==> config.mk <==
export PLATFORM = sky130hd
export DESIGN_NAME = track_overlay_ctrl
export DESIGN_NICKNAME = d
export VERILOG_FILES = /design/src/rtl/track_overlay_ctrl.sv
export SDC_FILE = /design/constraint.sdc
export NUM_CORES = 1
export LEC_CHECK = 0
export ABC_AREA = 1
export CAP_MARGIN = 15
export CORE_MARGIN = 3
export CORE_UTILIZATION = 30
export DETAILED_ROUTE_END_ITERATION = 8
export PLACE_DENSITY = 0.58
export SYNTH_ARGS = -nofsm -noshare
export SYNTH_HDL_FRONTEND = slang
export SYNTH_SLANG_ARGS = --single-unit
export TNS_END_PERCENT = 5
==> constraint.sdc <==
create_clock -name clk -period 1.5 [get_ports clk]
set_input_delay 0.3 -clock clk [delete_from_list [all_inputs] [get_ports clk]]
set_output_delay 0.3 -clock clk [all_outputs]
set_load 0.02 [all_outputs]
==> src/rtl/track_overlay_ctrl.sv <==
// track_overlay_ctrl: qualifies per-frame centroids and gates the overlay through an acquire/track/hold lock FSM.
// Optional macro TRACK_SMOOTH_EN: exponential smoothing of the tracked centre while locked.
module track_overlay_ctrl #(
  parameter int DISP_WIDTH   = 11,
  parameter int COUNT_WIDTH  = 20,
  parameter int MIN_PIXELS   = 64,
  parameter int LOST_FRAMES  = 4,
  parameter int SMOOTH_SHIFT = 2
) (
  input  logic                   clk,
  input  logic                   aresetn,
  input  logic                   sw_enable,
  input  logic                   frame_start,
  input  logic                   meas_valid,
  input  logic [DISP_WIDTH-1:0]  meas_x,
  input  logic [DISP_WIDTH-1:0]  meas_y,
  input  logic [COUNT_WIDTH-1:0] meas_count,
  output logic [DISP_WIDTH-1:0]  x_obj,
  output logic [DISP_WIDTH-1:0]  y_obj,
  output logic                   overlay_en,
  output logic                   locked,
  output logic                   lost_pulse
);
  typedef enum logic [1:0] {IDLE, ACQUIRE, TRACK, HOLD} state_t;
  state_t r_state, w_state_nxt;
  logic [DISP_WIDTH-1:0] r_pend_x, r_pend_y, r_x, r_y;
  logic [DISP_WIDTH-1:0] w_x_nxt, w_y_nxt, w_sel_x, w_sel_y, w_trk_x, w_trk_y;
  logic r_pend_hit, w_meas_hit, w_frame_hit, w_lost_nxt;
  logic [3:0] r_miss_cnt, w_miss_nxt, w_miss_inc;
  logic r_overlay_en, r_locked, r_lost_pulse;

  assign w_meas_hit  = meas_valid && (meas_count >= COUNT_WIDTH'(MIN_PIXELS));
  // A measurement coinciding with frame_start belongs to the ending frame.
  assign w_frame_hit = w_meas_hit || r_pend_hit;
  assign w_sel_x     = w_meas_hit ? meas_x : r_pend_x;
  assign w_sel_y     = w_meas_hit ? meas_y : r_pend_y;

`ifdef TRACK_SMOOTH_EN
  function automatic logic [DISP_WIDTH-1:0] smooth(input logic [DISP_WIDTH-1:0] cur, input logic [DISP_WIDTH-1:0] tgt);
    logic signed [DISP_WIDTH:0] d;
    d = $signed({1'b0, tgt}) - $signed({1'b0, cur});
    d = d >>> SMOOTH_SHIFT;
    return cur + d[DISP_WIDTH-1:0];
  endfunction
  assign w_trk_x = smooth(r_x, w_sel_x);
  assign w_trk_y = smooth(r_y, w_sel_y);
`else
  assign w_trk_x = w_sel_x;
  assign w_trk_y = w_sel_y;
`endif

  always_comb begin
    w_state_nxt = r_state;
    w_x_nxt     = r_x;
    w_y_nxt     = r_y;
    w_miss_nxt  = r_miss_cnt;
    w_lost_nxt  = 1'b0;
    w_miss_inc  = (r_state == TRACK ? 4'd0 : r_miss_cnt) + 4'd1;
    if (!sw_enable) begin
      w_state_nxt = IDLE;
      w_miss_nxt  = 4'd0;
    end else if (r_state == IDLE) begin
      w_state_nxt = ACQUIRE;
    end else if (frame_start) begin
      if (w_frame_hit) begin
        w_state_nxt = TRACK;
        w_miss_nxt  = 4'd0;
        w_x_nxt     = r_state == ACQUIRE ? w_sel_x : w_trk_x;
        w_y_nxt     = r_state == ACQUIRE ? w_sel_y : w_trk_y;
      end else if (r_state != ACQUIRE) begin
        w_state_nxt = w_miss_inc >= 4'(LOST_FRAMES) ? ACQUIRE : HOLD;
        w_lost_nxt  = w_miss_inc >= 4'(LOST_FRAMES);
        w_miss_nxt  = w_miss_inc >= 4'(LOST_FRAMES) ? 4'd0 : w_miss_inc;
      end
    end
  end

  always_ff @(posedge clk or negedge aresetn) begin
    if (!aresetn) begin
      r_state      <= IDLE;
      r_x          <= '0;
      r_y          <= '0;
      r_miss_cnt   <= '0;
      r_overlay_en <= 1'b0;
      r_locked     <= 1'b0;
      r_lost_pulse <= 1'b0;
    end else begin
      r_state      <= w_state_nxt;
      r_x          <= w_x_nxt;
      r_y          <= w_y_nxt;
      r_miss_cnt   <= w_miss_nxt;
      r_overlay_en <= (w_state_nxt == TRACK) || (w_state_nxt == HOLD);
      r_locked     <= w_state_nxt == TRACK;
      r_lost_pulse <= w_lost_nxt;
    end
  end

  always_ff @(posedge clk or negedge aresetn) begin
    if (!aresetn) begin
      r_pend_hit <= 1'b0;
      r_pend_x   <= '0;
      r_pend_y   <= '0;
    end else if (!sw_enable || frame_start) begin
      r_pend_hit <= 1'b0;
    end else if (w_meas_hit) begin
      r_pend_hit <= 1'b1;
      r_pend_x   <= meas_x;
      r_pend_y   <= meas_y;
    end
  end

  assign x_obj      = r_x;
  assign y_obj      = r_y;
  assign overlay_en = r_overlay_en;
  assign locked     = r_locked;
  assign lost_pulse = r_lost_pulse;
endmodule
[Word level (Yosys, flattened, before mapping)]
Index checks and enable logic that the tools add are counted.
Word-level totals
  flip-flop bits (word level): 54
  output and inout bits: 25
  word-level logic and storage cells: 52
  input port bits: 47
Operators by class
  mux-type cells: 22
  bitwise gates (word level): 1
  order comparisons: 2
  eq/ne operators: 7
  reduce and logical (&&, ||, !) cells: 9
  add/sub/neg operators: 1
Operators by type and width (number)
  4-bit 2-to-1 mux: 7
  11-bit 2-to-1 mux: 2
  20-bit by 7-bit greater-or-equal comparator with 1-bit output, second input constant: 1
  2-bit 2-to-1 mux: 6
  1-bit 2-to-1 mux: 7
  2-bit == test, second input constant: 3
  4-bit by 1-bit adder with 4-bit output, second input constant: 1
  4-bit by 3-bit greater-or-equal comparator with 1-bit output, second input constant: 1
  2-bit by 1-bit inequality test with 1-bit output, second input constant: 2
  4-bit AND reduction: 1
  1-bit logical OR: 3
  3-bit by 1-bit inequality test with 1-bit output, second input constant: 1
  3-bit AND reduction: 1
  2-bit logical NOT: 1
  2-bit inequality test, second input constant: 1
  2-bit nonzero test: 1
  1-bit logical AND: 1
  1-bit logical NOT: 1
  1-bit inverter: 1

[Depth between registers and ports, before layout]
Gate-level depths: netlist of the first run.
  depth in word-level cells: 12
  depth in mapped cells: 12
  gate-level depth less buffers: 12

[Least setup slack after synthesis of the first run]
OpenSTA, ideal clock, no wires.
  path type: register to register
  from: register r_state[1]
  to: register r_miss_cnt[1]
  path buffers: 0
  arrival: 1.401 ns
  library setup time: 0.065 ns
  setup slack: 0.034 ns
  cell stages (with the launch flop): 11
  data required time: 1.435 ns
  clock period less this slack: 1.466 ns
  path through: dfrtp_1 nand2_1 inv_1 nor2_1 ha_1 nand3_1 nand2_1 nand3_1 nor3_1 nand2_1 nand2_1
On the way
  cells in the longest elaborated chain, start to end: 10
  elaborated cells on any way between the ends: 15
  classes of those cells: add/sub: 1; order compare: 1; eq/ne: 4; mux: 7; reduce/logical: 2
Ends and longest elaborated chain
  from (decl): RTL line 25  | state_t r_state, w_state_nxt;
  from (signal assigned): RTL line 88  | r_state <= w_state_nxt;
  2-bit == test: RTL line 58  | w_miss_inc = (r_state == TRACK ? 4'd0 : r_miss_cnt) + 4'd1;
  4-bit 2-to-1 mux: RTL line 58
  4-bit by 1-bit adder with 4-bit output: RTL line 58
  4-bit by 3-bit greater-or-equal comparator with 1-bit output: RTL line 73  | w_miss_nxt = w_miss_inc >= 4'(LOST_FRAMES) ? 4'd0 : w_miss_inc;
  4-bit 2-to-1 mux: RTL line 73
  4-bit 2-to-1 mux: RTL line 70  | end else if (r_state != ACQUIRE) begin
  4-bit 2-to-1 mux: RTL line 65  | if (w_frame_hit) begin
  4-bit 2-to-1 mux: RTL line 64  | end else if (frame_start) begin
  4-bit 2-to-1 mux: RTL line 62  | end else if (r_state == IDLE) begin
  4-bit 2-to-1 mux: RTL line 59  | if (!sw_enable) begin
  to (signal assigned): RTL line 91  | r_miss_cnt <= w_miss_nxt;
  to (decl): RTL line 29  | logic [3:0] r_miss_cnt, w_miss_nxt, w_miss_inc;
Several ways; a longest one is shown, not always the timed one. The select of a mux whose other input is x is not followed.
A chain may end at the register's enable or synchronous reset.

[Final worst setup path of the first run]
  from: input port meas_count[16]
  to: register r_pend_x[10]
On the way
  cells in the longest elaborated chain, start to end: 3
Ends and longest elaborated chain
  from (decl): RTL line 17  | input logic [COUNT_WIDTH-1:0] meas_count,
  20-bit by 7-bit greater-or-equal comparator with 1-bit output: RTL line 32  | assign w_meas_hit = meas_valid && (meas_count >= COUNT_WIDTH'(MIN_PIXELS));
  1-bit logical AND: RTL line 32
  11-bit 2-to-1 mux
  to (signal assigned): RTL line 107  | r_pend_x <= meas_x;
  to (decl): RTL line 26  | logic [DISP_WIDTH-1:0] r_pend_x, r_pend_y, r_x, r_y;
Every way passes these cells.

==> results.cfg, run 1 <==
[synth]
synth_top_family_by_area = simple AND/OR/NAND/NOR gates
synth_cells = 298
synth_seq_cells = 54
yosysWarnings = 0
synthSimpleGateAreaFrac_pct = 20.9
synth_seq_area_share_pct = 55.1
synth_cell_types = 23
synth_fa_ha_area_share_pct = 0.510
avgSynthCellArea_sq_um = 8.23
synthesis.area_sq_mm = 0.00245
yosys.area_share.xor_xnor_pct = 0
yosys-mux-area-fraction_pct = 0
synth-compound-area-share_pct = 14.1
syn-num-nets = 346

[floorplanning]
fp.coreArea_sq_mm = 0.00785
ioPinCount = 72
die_area_sq_mm = 0.00930
die_w_um = 96.4
die_h_um = 96.4
start_util_pct = 31.3
placementRows = 32

[min_path]
hold_class = primary input to asynchronous set/reset pin

[cells_and_area]
layout_common_cells = nand2_1 (87), dfrtp_1 (54), o21ai_1 (35)
drive_gt1_share_pct = 18.3
antenna_cells = 0
design_area_sq_mm = 0.00372
area_delta_synth_final_pct = 51.7
fin_nets = 434
final_cells = 489
layout_commonest_cell = nand2_1
final.fill_count = 799

[setup_path]
worstPathArrival_ns = 1.68
critPathMaxFanout = 10
critical_path.startpoint_type = primary input
path_delay_family = buffers and inverters
cpPeakStageDelay_ns = 0.40
reg2reg_setup_slack_ns = 0.06
end_kind = flip-flop
reg2regPathDepth = 10
critPathLaunch = meas_count[16]
worstPathCellList = clkdlybuf4s50_1 > nor2_1 > nand2_1 > nor2_1 > nand2_1 > nand2_4 > buf_4 > clkbuf_16 > nand2_1 > o21ai_1 > o21ai_0
cp_common_cell = nand2_1
critPathRequiredTime_ns = 1.69
crit_type = primary input to flip-flop
r2r_start = r_state[1]
slowest_stage = clkdlybuf4s50_1
r2r_end = lost_pulse
path_buf_inv = 3

[routing]
drtIter0Drc = 80
drc_errors = 0
firstDrtPassIters = 4
wl_per_cell_um = 12.5
avgViaCountPerCell = 4.43
wirelength_um = 6100
ant_nets = 0
vias = 2165

[timing]
fmax_ghz = 0.671
grt_setup_unrepaired = yes
max_slew_margin_pct = 72.1
setup_viol = 0
worst_pin_slew_ns = 0.419
setup_tns_ns = 0
fin_crit_ns = 1.49
min_period_over_period_pct = 99.4
finalHoldViolations = 0
drv_slew = 0
fin_skew_ns = 0.00732

[power_and_ir_drop]
intPower_uw = 2670
power_leakage_uw = 0.00192
power_frac_comb_pct = 31.3
p_sw_share_pct = 32.7
ir_drop_mv = 0.471
clkPwrFrac_pct = 21.2
switching_power_uw = 1300
power_frac_seq_pct = 47.6
power_density_mw_per_mm2 = 1060

[placed_design]
gp_congestion = 0.759
dp_hpwl_um = 4160
io_buffers = 65
placed_cells = 471
placed_area_sq_mm = 0.00335

[clock_tree]
numCtsBuffers = 5
clk_latency_ns = 0.30
clkTransAtPathRegs_ns = 0.10
clkSinkCount = 54
tritoncts = built
root_buffer = clkbuf_8
clockBufferDepth = 2
cts.htree.levels = 2

[global_routing]
grt_overflow = 0
track_usage_pct = 12.6
grt_pass1_wl_um = 9060
grt_max_degree = 38
first_global_vias = 1946
antenna_found_initial = 0

[run]
drv_cap = 0

[outcome]
status = completed
metrics by stage:
stage               util [%]  hold WS [ns]  worst slack (ns)  total power (uW)
finish                  47.4         0.453           0.00945              3960
global route            47.4         0.479           -0.0957              4230
CTS                     44.1         0.462          -0.00385              3920
detailed placement      42.7         0.259            -0.378              3190
global placement        42.7         0.264            -0.339              3160
floorplan                  -       0.00441            0.0344              2520
cell families (layout without fill, tap and decap cells):
kind of cell             after synthesis  after routing
flip-flops                            54             54
AND/OR/NAND/NOR                      125            125
AO/OA/AOI/OAI                         69             69
buffers and inverters                 49            138
adder cells (fa/ha/maj)                1              1
sequential cells by signal, summed over array words and instances, names as in the netlist:
register    count
overlay_en      1
x_obj          11
r_state         2
y_obj          11
r_pend_y       11
r_pend_x       11
lost_pulse      1
locked          1
r_miss_cnt      4
r_pend_hit      1
power by group through the flow:
stage	logic [uW]	clock network [uW]	registers [uW]
floorplan	395	0	2120
finish	1240	839	1890
global route	1370	933	1920
detailed placement	1270	0	1920
global placement	1250	0	1920
CTS	1160	873	1890
Yosys cell counts:
| cell | count | share of area [%] |
|---|---|---|
| o21ai_0 | 43 | 8.8 |
| nor3_2 | 1 | 0.41 |
| a21oi_1 | 2 | 0.41 |
| ha_1 | 1 | 0.51 |
| o21ai_1 | 24 | 4.9 |
| nand4_1 | 1 | 0.26 |
| nand3_1 | 6 | 1.2 |
| clkinv_1 | 1 | 0.15 |
| nor2_1 | 17 | 2.6 |
| nand2_1 | 92 | 14 |
| inv_1 | 35 | 5.4 |
| buf_6 | 5 | 2.3 |
| nand3_2 | 2 | 0.82 |
| clkbuf_2 | 1 | 0.20 |
| buf_4 | 2 | 0.61 |
| or2_1 | 1 | 0.26 |
| nor2_2 | 1 | 0.26 |
| nand2_2 | 2 | 0.51 |
| nor3_1 | 1 | 0.20 |
| clkbuf_1 | 4 | 0.61 |
| nand3b_1 | 1 | 0.31 |
| dfrtp_1 | 54 | 55 |
| buf_2 | 1 | 0.20 |
layout make-up:
cell class | count | area, sq um | area share, %
Sequential cell | 54 | 1350 | 36.3
Clock inverter | 2 | 12.5 | 0.336
Tap cell | 102 | 128 | 3.43
Multi-Input combinational cell | 195 | 995 | 26.7
Timing Repair Buffer | 94 | 1020 | 27.3
Inverter | 36 | 135 | 3.63
Clock buffer | 6 | 82.6 | 2.22
worst max-delay path by stage:
stage | to | slack [ns] | depth (start not counted)
floorplan | r_miss_cnt[1] | 0.03 | 10
global placement | overlay_en | -0.34 | 9
detailed placement | x_obj[3] | -0.38 | 9
CTS | x_obj[1] | -0.004 | 9
global route | r_miss_cnt[0] | -0.1 | 12
finish | r_pend_x[10] | 0.009 | 11
layer usage:
metal  wire (um)  GRT usage, %
met1        2660          16.8
met3         261          2.09
met2        3070          20.6
met4         104          4.21
met5           0             0
repair_timing:
action                                  CTS  global route
resized for setup                        32            67
buffers inserted                          1             4
hold endpoints to repair                 14             0
gates cloned                              0             4
pin swaps                                 2            23
hold buffers                              1             0
endpoints found under the setup margin   52            51
Note: power is estimated with default switching activity, not from simulation.
==> inputs of run 2 (changes only) <==
--- a/config.mk
+++ b/config.mk
@@ -10,6 +10,7 @@
 export CORE_MARGIN = 3
 export CORE_UTILIZATION = 30
 export DETAILED_ROUTE_END_ITERATION = 8
+export GPL_ROUTABILITY_DRIVEN = 1
 export PLACE_DENSITY = 0.58
 export SYNTH_ARGS = -nofsm -noshare
 export SYNTH_HDL_FRONTEND = slang
==> results of run 2 <==
Same layout as run 1: the final DEF is identical, and so are final timing and power.
